### config.mk
export PLATFORM = sky130hd
export DESIGN_NAME = id_ex_hazard_ctrl
export DESIGN_NICKNAME = d
export VERILOG_FILES = /design/src/rtl/id_ex_hazard_ctrl.sv
export SDC_FILE = /design/constraint.sdc
export NUM_CORES = 1
export LEC_CHECK = 0
export CORE_MARGIN = 4
export CORE_UTILIZATION = 47
export CTS_CLUSTER_DIAMETER = 40
export DETAILED_ROUTE_END_ITERATION = 7
export PLACE_DENSITY = 0.79
export SETUP_SLACK_MARGIN = 0.4
export SLEW_MARGIN = 30
export SYNTH_ARGS = -nofsm -noshare
export SYNTH_HDL_FRONTEND = slang
export SYNTH_SLANG_ARGS = --single-unit
### constraint.sdc
create_clock -name clk -period 2.6 [get_ports clk]
set_clock_uncertainty 0.2 [all_clocks]
set_input_delay 0.52 -clock clk [delete_from_list [all_inputs] [get_ports clk]]
set_output_delay 0.52 -clock clk [all_outputs]
set_load 0.03 [all_outputs]
### src/rtl/id_ex_hazard_ctrl.sv
// ID/EX hazard controller: load-use stall, branch flush, data-memory wait freeze
// with a sticky watchdog, plus saturating stall/flush event counters.
module id_ex_hazard_ctrl #(
  parameter int unsigned RA_W     = 5,
  parameter int unsigned MAX_WAIT = 15,
  parameter int unsigned WCNT_W   = 4,
  parameter int unsigned PCNT_W   = 16
) (
  input  logic              clk,
  input  logic              reset_n,
  input  logic [RA_W-1:0]   ifid_rs,
  input  logic [RA_W-1:0]   ifid_rt,
  input  logic              ifid_uses_rt,
  input  logic              idex_memread,
  input  logic [RA_W-1:0]   idex_rt,
  input  logic              branch_taken,
  input  logic              mem_busy,
  output logic              pc_write,
  output logic              ifid_write,
  output logic              idex_bubble,
  output logic              ifid_flush,
  output logic              idex_flush,
  output logic              pipe_freeze,
  output logic              timeout,
  output logic [PCNT_W-1:0] stall_cnt,
  output logic [PCNT_W-1:0] flush_cnt
);

  typedef enum logic [1:0] {RUN, MEM_WAIT, TIMEOUT} state_t;

  state_t            state, state_nxt;
  logic [WCNT_W-1:0] wcnt, wcnt_nxt;
  logic              load_use;
  logic              stall_inc, flush_inc;

  assign load_use = idex_memread && (idex_rt != '0) &&
                    ((idex_rt == ifid_rs) || (ifid_uses_rt && (idex_rt == ifid_rt)));

  always_comb begin
    state_nxt   = state;
    wcnt_nxt    = wcnt;
    pc_write    = 1'b1;
    ifid_write  = 1'b1;
    idex_bubble = 1'b0;
    ifid_flush  = 1'b0;
    idex_flush  = 1'b0;
    pipe_freeze = 1'b0;
    timeout     = 1'b0;
    stall_inc   = 1'b0;
    flush_inc   = 1'b0;

    case (state)
      RUN, MEM_WAIT: begin
        if (mem_busy) begin
          pc_write    = 1'b0;
          ifid_write  = 1'b0;
          pipe_freeze = 1'b1;
          if (state == RUN) begin
            state_nxt = MEM_WAIT;
            wcnt_nxt  = WCNT_W'(1);
          end else if (wcnt == WCNT_W'(MAX_WAIT)) begin
            state_nxt = TIMEOUT;
          end else begin
            wcnt_nxt = wcnt + 1'b1;
          end
        end else begin
          // Leaving MEM_WAIT services branch/load-use in the same cycle.
          state_nxt = RUN;
          wcnt_nxt  = '0;
          if (branch_taken) begin
            ifid_flush = 1'b1;
            idex_flush = 1'b1;
            flush_inc  = 1'b1;
          end else if (load_use) begin
            pc_write    = 1'b0;
            ifid_write  = 1'b0;
            idex_bubble = 1'b1;
            stall_inc   = 1'b1;
          end
        end
      end
      TIMEOUT: begin
        pc_write    = 1'b0;
        ifid_write  = 1'b0;
        pipe_freeze = 1'b1;
        timeout     = 1'b1;
      end
      default: begin
        state_nxt = RUN;
        wcnt_nxt  = '0;
      end
    endcase

    // While reset is held the pipeline is frozen with a bubble staged.
    if (!reset_n) begin
      pc_write    = 1'b0;
      ifid_write  = 1'b0;
      pipe_freeze = 1'b1;
      idex_bubble = 1'b1;
      ifid_flush  = 1'b0;
      idex_flush  = 1'b0;
      timeout     = 1'b0;
      stall_inc   = 1'b0;
      flush_inc   = 1'b0;
    end
  end

  always_ff @(posedge clk or negedge reset_n) begin
    if (!reset_n) begin
      state     <= RUN;
      wcnt      <= '0;
      stall_cnt <= '0;
      flush_cnt <= '0;
    end else begin
      state <= state_nxt;
      wcnt  <= wcnt_nxt;
      if (stall_inc && (stall_cnt != '1)) stall_cnt <= stall_cnt + 1'b1;
      if (flush_inc && (flush_cnt != '1)) flush_cnt <= flush_cnt + 1'b1;
    end
  end

endmodule

==> metrics.md <==
| Metric | Value |
|---|---|
| Async SR Flop Fraction | `100%` |
| N_diodes | `0` |
| Clock Sinks | `38` |
| Post-synthesis mux area share | `1.26%` |
| Final Hold Viols | `0` |
| First-pass GRT wire length | `8.22 mm` |
| Initial antenna violation count | `0` |
| Synth cell count leaders | `38 x dfrtp_1, 36 x xnor2_1, 24 x nand3_1` |
| FF-to-FF path depth | `4` |
| Min-Delay Path Class | `in2async` |
| Slew @ Worst Pin | `0.411 ns` |
| Worst skew pair latency | `0.29 ns` |
| GRT Total Usage | `19.4%` |
| Critical Path Stages | `5` |
| Remaining DRCs | `0` |
| Most frequent cell after synthesis | `dfrtp_1` |
| CTS tree | `yes` |
| Area fraction in compound gates after synthesis | `5.53%` |
| Final nets | `303` |
| Max Cap Viol | `0` |
| RSZ-0062 raised after global routing | `yes` |
| Critical Path Most Common Cell | `buf_6` |
| Area Overhead vs Synth | `44.3%` |
| Worst Setup Start Kind | `input pin` |
| Synth warn | `0` |
| Vias | `1,818` |
| CP max stage cell | `or4_4` |
| CTS buffer count | `5` |
| Starting Density | `50.3%` |
| WL/cell | `14.9 µm` |
| IO Port Bufs | `59` |
| Mapped Area | `0.00208 mm²` |
| Crit-path cells | `buf_6, or4_4, o21a_4, a31oi_4, buf_6` |
| Placement Rows | `23` |
| Clock buffer depth | `2` |
| Worst relative slew slack | `72.4%` |
| Post-Synth Simple-Gate Area | `26.5%` |
| Synth top area cells | `dfrtp_1 46%, xnor2_1 15%, nand3_1 5.8%, nand2_1 3.1%, and3_1 2.7%` |
| Drt pass-1 iters | `4` |
| Critical path's largest stage delay | `0.53 ns` |
| PD cells | `397 mW/mm²` |
| Syn nets | `224` |
| Register clock-pin slew on the reported worst setup and hold paths | `0.07 ns` |
| Max Fclk | `414 MHz` |
| Placed Area | `0.00281 mm²` |
| Main combinational cell family by area after synthesis | `simple AND/OR/NAND/NOR gates` |
| Vias in the first global route | `1,752` |
| CP endpoint kind | `primary output` |
| Hold_ws | `0.0663 ns` |
| Avg Inst Size Synth | `10.4 µm²` |
| Die width | `74.6 µm` |
| Drt total wl | `4.91 mm` |
| Dpl hpwl | `3.68 mm` |
| Status | `complete, no violations` |
| Gpl congestion | `0.854` |
| Fin area | `0.00301 mm²` |
| Final slew viol count | `0` |
| WL met3 | `293 µm` |
| Max layer used | `met4` |
| Number of enable flip-flop cells after synthesis | `0` |
| Tmin final | `2.42 ns` |
| Number of DRC markers in iteration 0 | `158` |
| Worst EP arrival | `1.70 ns` |
| Die ar. | `0.00556 mm²` |
| Htree depth | `2` |
| CP Class | `in2out` |
| Total congestion overflow | `0` |
| Adder-cell area share of the yosys netlist | `1.80%` |
| Leak Pwr | `0.00153 µW` |
| Number of top-level pins | `60` |
| Family with the most delay on the worst path | `simple AND/OR/NAND/NOR gates` |
| Seq/Total Area, Yosys | `45.6%` |
| CP required | `1.88 ns` |
| Post-synthesis xor/xnor area fraction | `17.2%` |
| Ys flop type | `dfrtp_1` |
| Dominant cell type by area after synthesis | `dfrtp_1` |
| Largest net degree at the start of global routing | `25` |
| Yosys cell types | `40` |
| Drt via density | `5.51` |
| Share of layout cells above drive strength 1 | `18.6%` |
| Final core utilization | `72.5%` |
| Synth top area share | `45.6%` |
| WL met2 | `2.41 mm` |
| Core ar. | `0.00414 mm²` |
| DIE HEIGHT | `74.6 µm` |
| Max IR drop VDD | `0.297 mV` |
| Crit-path max FO | `3` |
| # setup viols final | `0` |
| Seq cells post-synth | `38` |
| Root Buffer | `clkbuf_8` |
| Antenna-violating nets left | `0` |
| Buf+Inv Stages, Crit Path | `2` |
| Period utilisation layout | `92.9%` |
| Gate Count Post-Synth | `200` |
| Wl on met1 | `2.11 mm` |
## cells by family after synthesis
logic type | Yosys count
and+or+nand+nor | 93
buffers and inverters | 8
adders and majority gates | 3
AOI/OAI and AO/OA | 15
xor gates and xnor gates | 41
muxes | 2
DFF | 38
## cell type report
cell class,count,area (µm²)
Clock inverter,3,40.0
Timing Repair Buffer,75,719
Sequential cell,38,951
Multi-Input combinational cell,154,1140
Inverter,5,18.8
Clock buffer,5,68.8
Tap cell,50,62.6
Fill cell,333,1140
## sequential cells by signal, summed over array words and instances, names as in the netlist
name       flops
flush_cnt     16
stall_cnt     16
wcnt           4
state          2
## worst reg2reg max path, delay by kind of cell, from the launching register on
family	cells	cell delay, ns
AO/OA/AOI/OAI	1	0.42
adder cells (fa/ha/maj)	1	0.25
flip-flops	1	0.43
multiplexers	1	0.33
AND/OR/NAND/NOR	1	0.24
## metal layers
metal  global-route usage [%]  vias to the layer above
li1                         -                      873
met4                     7.91                        0
met3                     3.92                       11
met2                     32.1                       63
met1                     24.7                      871
met5                        0                        -
## final timing paths
kind,from,end,slack [ns]
max,idex_rt[1],pc_write,0.18
min,reset_n,flush_cnt[6]$_DFFE_PN0P_,0.07
max reg2reg,flush_cnt[0]$_DFFE_PN0P_,flush_cnt[1]$_DFFE_PN0P_,0.63
min reg2reg,flush_cnt[10]$_DFFE_PN0P_,flush_cnt[10]$_DFFE_PN0P_,0.29
max in group asynchronous,reset_n,state[0]$_DFFE_PN0P_,1.58
min in group clk,flush_cnt[10]$_DFFE_PN0P_,flush_cnt[10]$_DFFE_PN0P_,0.29
## metrics by stage
stage | cells | setup TNS, ns | total power, µW | setup slack (ns)
after CTS | 330 | 0 | 1200 | 0.116
after global placement | 319 | -0.575 | 711 | -0.198
after global routing | 330 | 0 | 1240 | 0.161
after floorplan | 200 | 0 | 645 | 0.130
final | 330 | 0 | 1190 | 0.184
after detailed placement | 319 | -0.603 | 714 | -0.211
## power by group
group / total, µW / leakage, µW / internal, µW / switching (µW)
Sequential: 594 / 0.000520 / 592 / 1.80
Combinational: 106 / 0.000949 / 52.3 / 53.8
Clock: 493 / 0.0000579 / 282 / 211
Total: 1190 / 0.00153 / 927 / 266
## cells in the final DEF (no fill, tap or decap), types with 2 or more instances in the layout
cell	netlist	final
buf_6	0	8
clkdlybuf4s15_1	0	2
nor4_1	2	2
ha_1	3	3
clkinv_2	0	2
nor2_1	10	9
clkdlybuf4s50_1	0	23
nor3b_1	2	2
nand2_1	17	16
buf_2	0	3
nand3b_1	2	2
xor2_1	5	5
and3_1	9	9
dlygate4sd2_1	0	11
inv_1	5	5
nand3_1	24	23
nand4_1	9	9
xnor2_1	36	35
dlymetal6s2s_1	0	11
dfrtp_1	38	38
and2_1	3	3
buf_4	3	16
and4_1	6	6
clkbuf_8	0	5
a21oi_1	2	2
## timing repair
item	in CTS	in global routing
cloned	0	0
hold buffers	1	0
gates resized for setup	41	15
pin swaps	16	13
endpoints found under the setup margin	23	16
endpoints found under the hold margin	2	0
setup buffers	2	0
(Power assumes the default switching activity.)
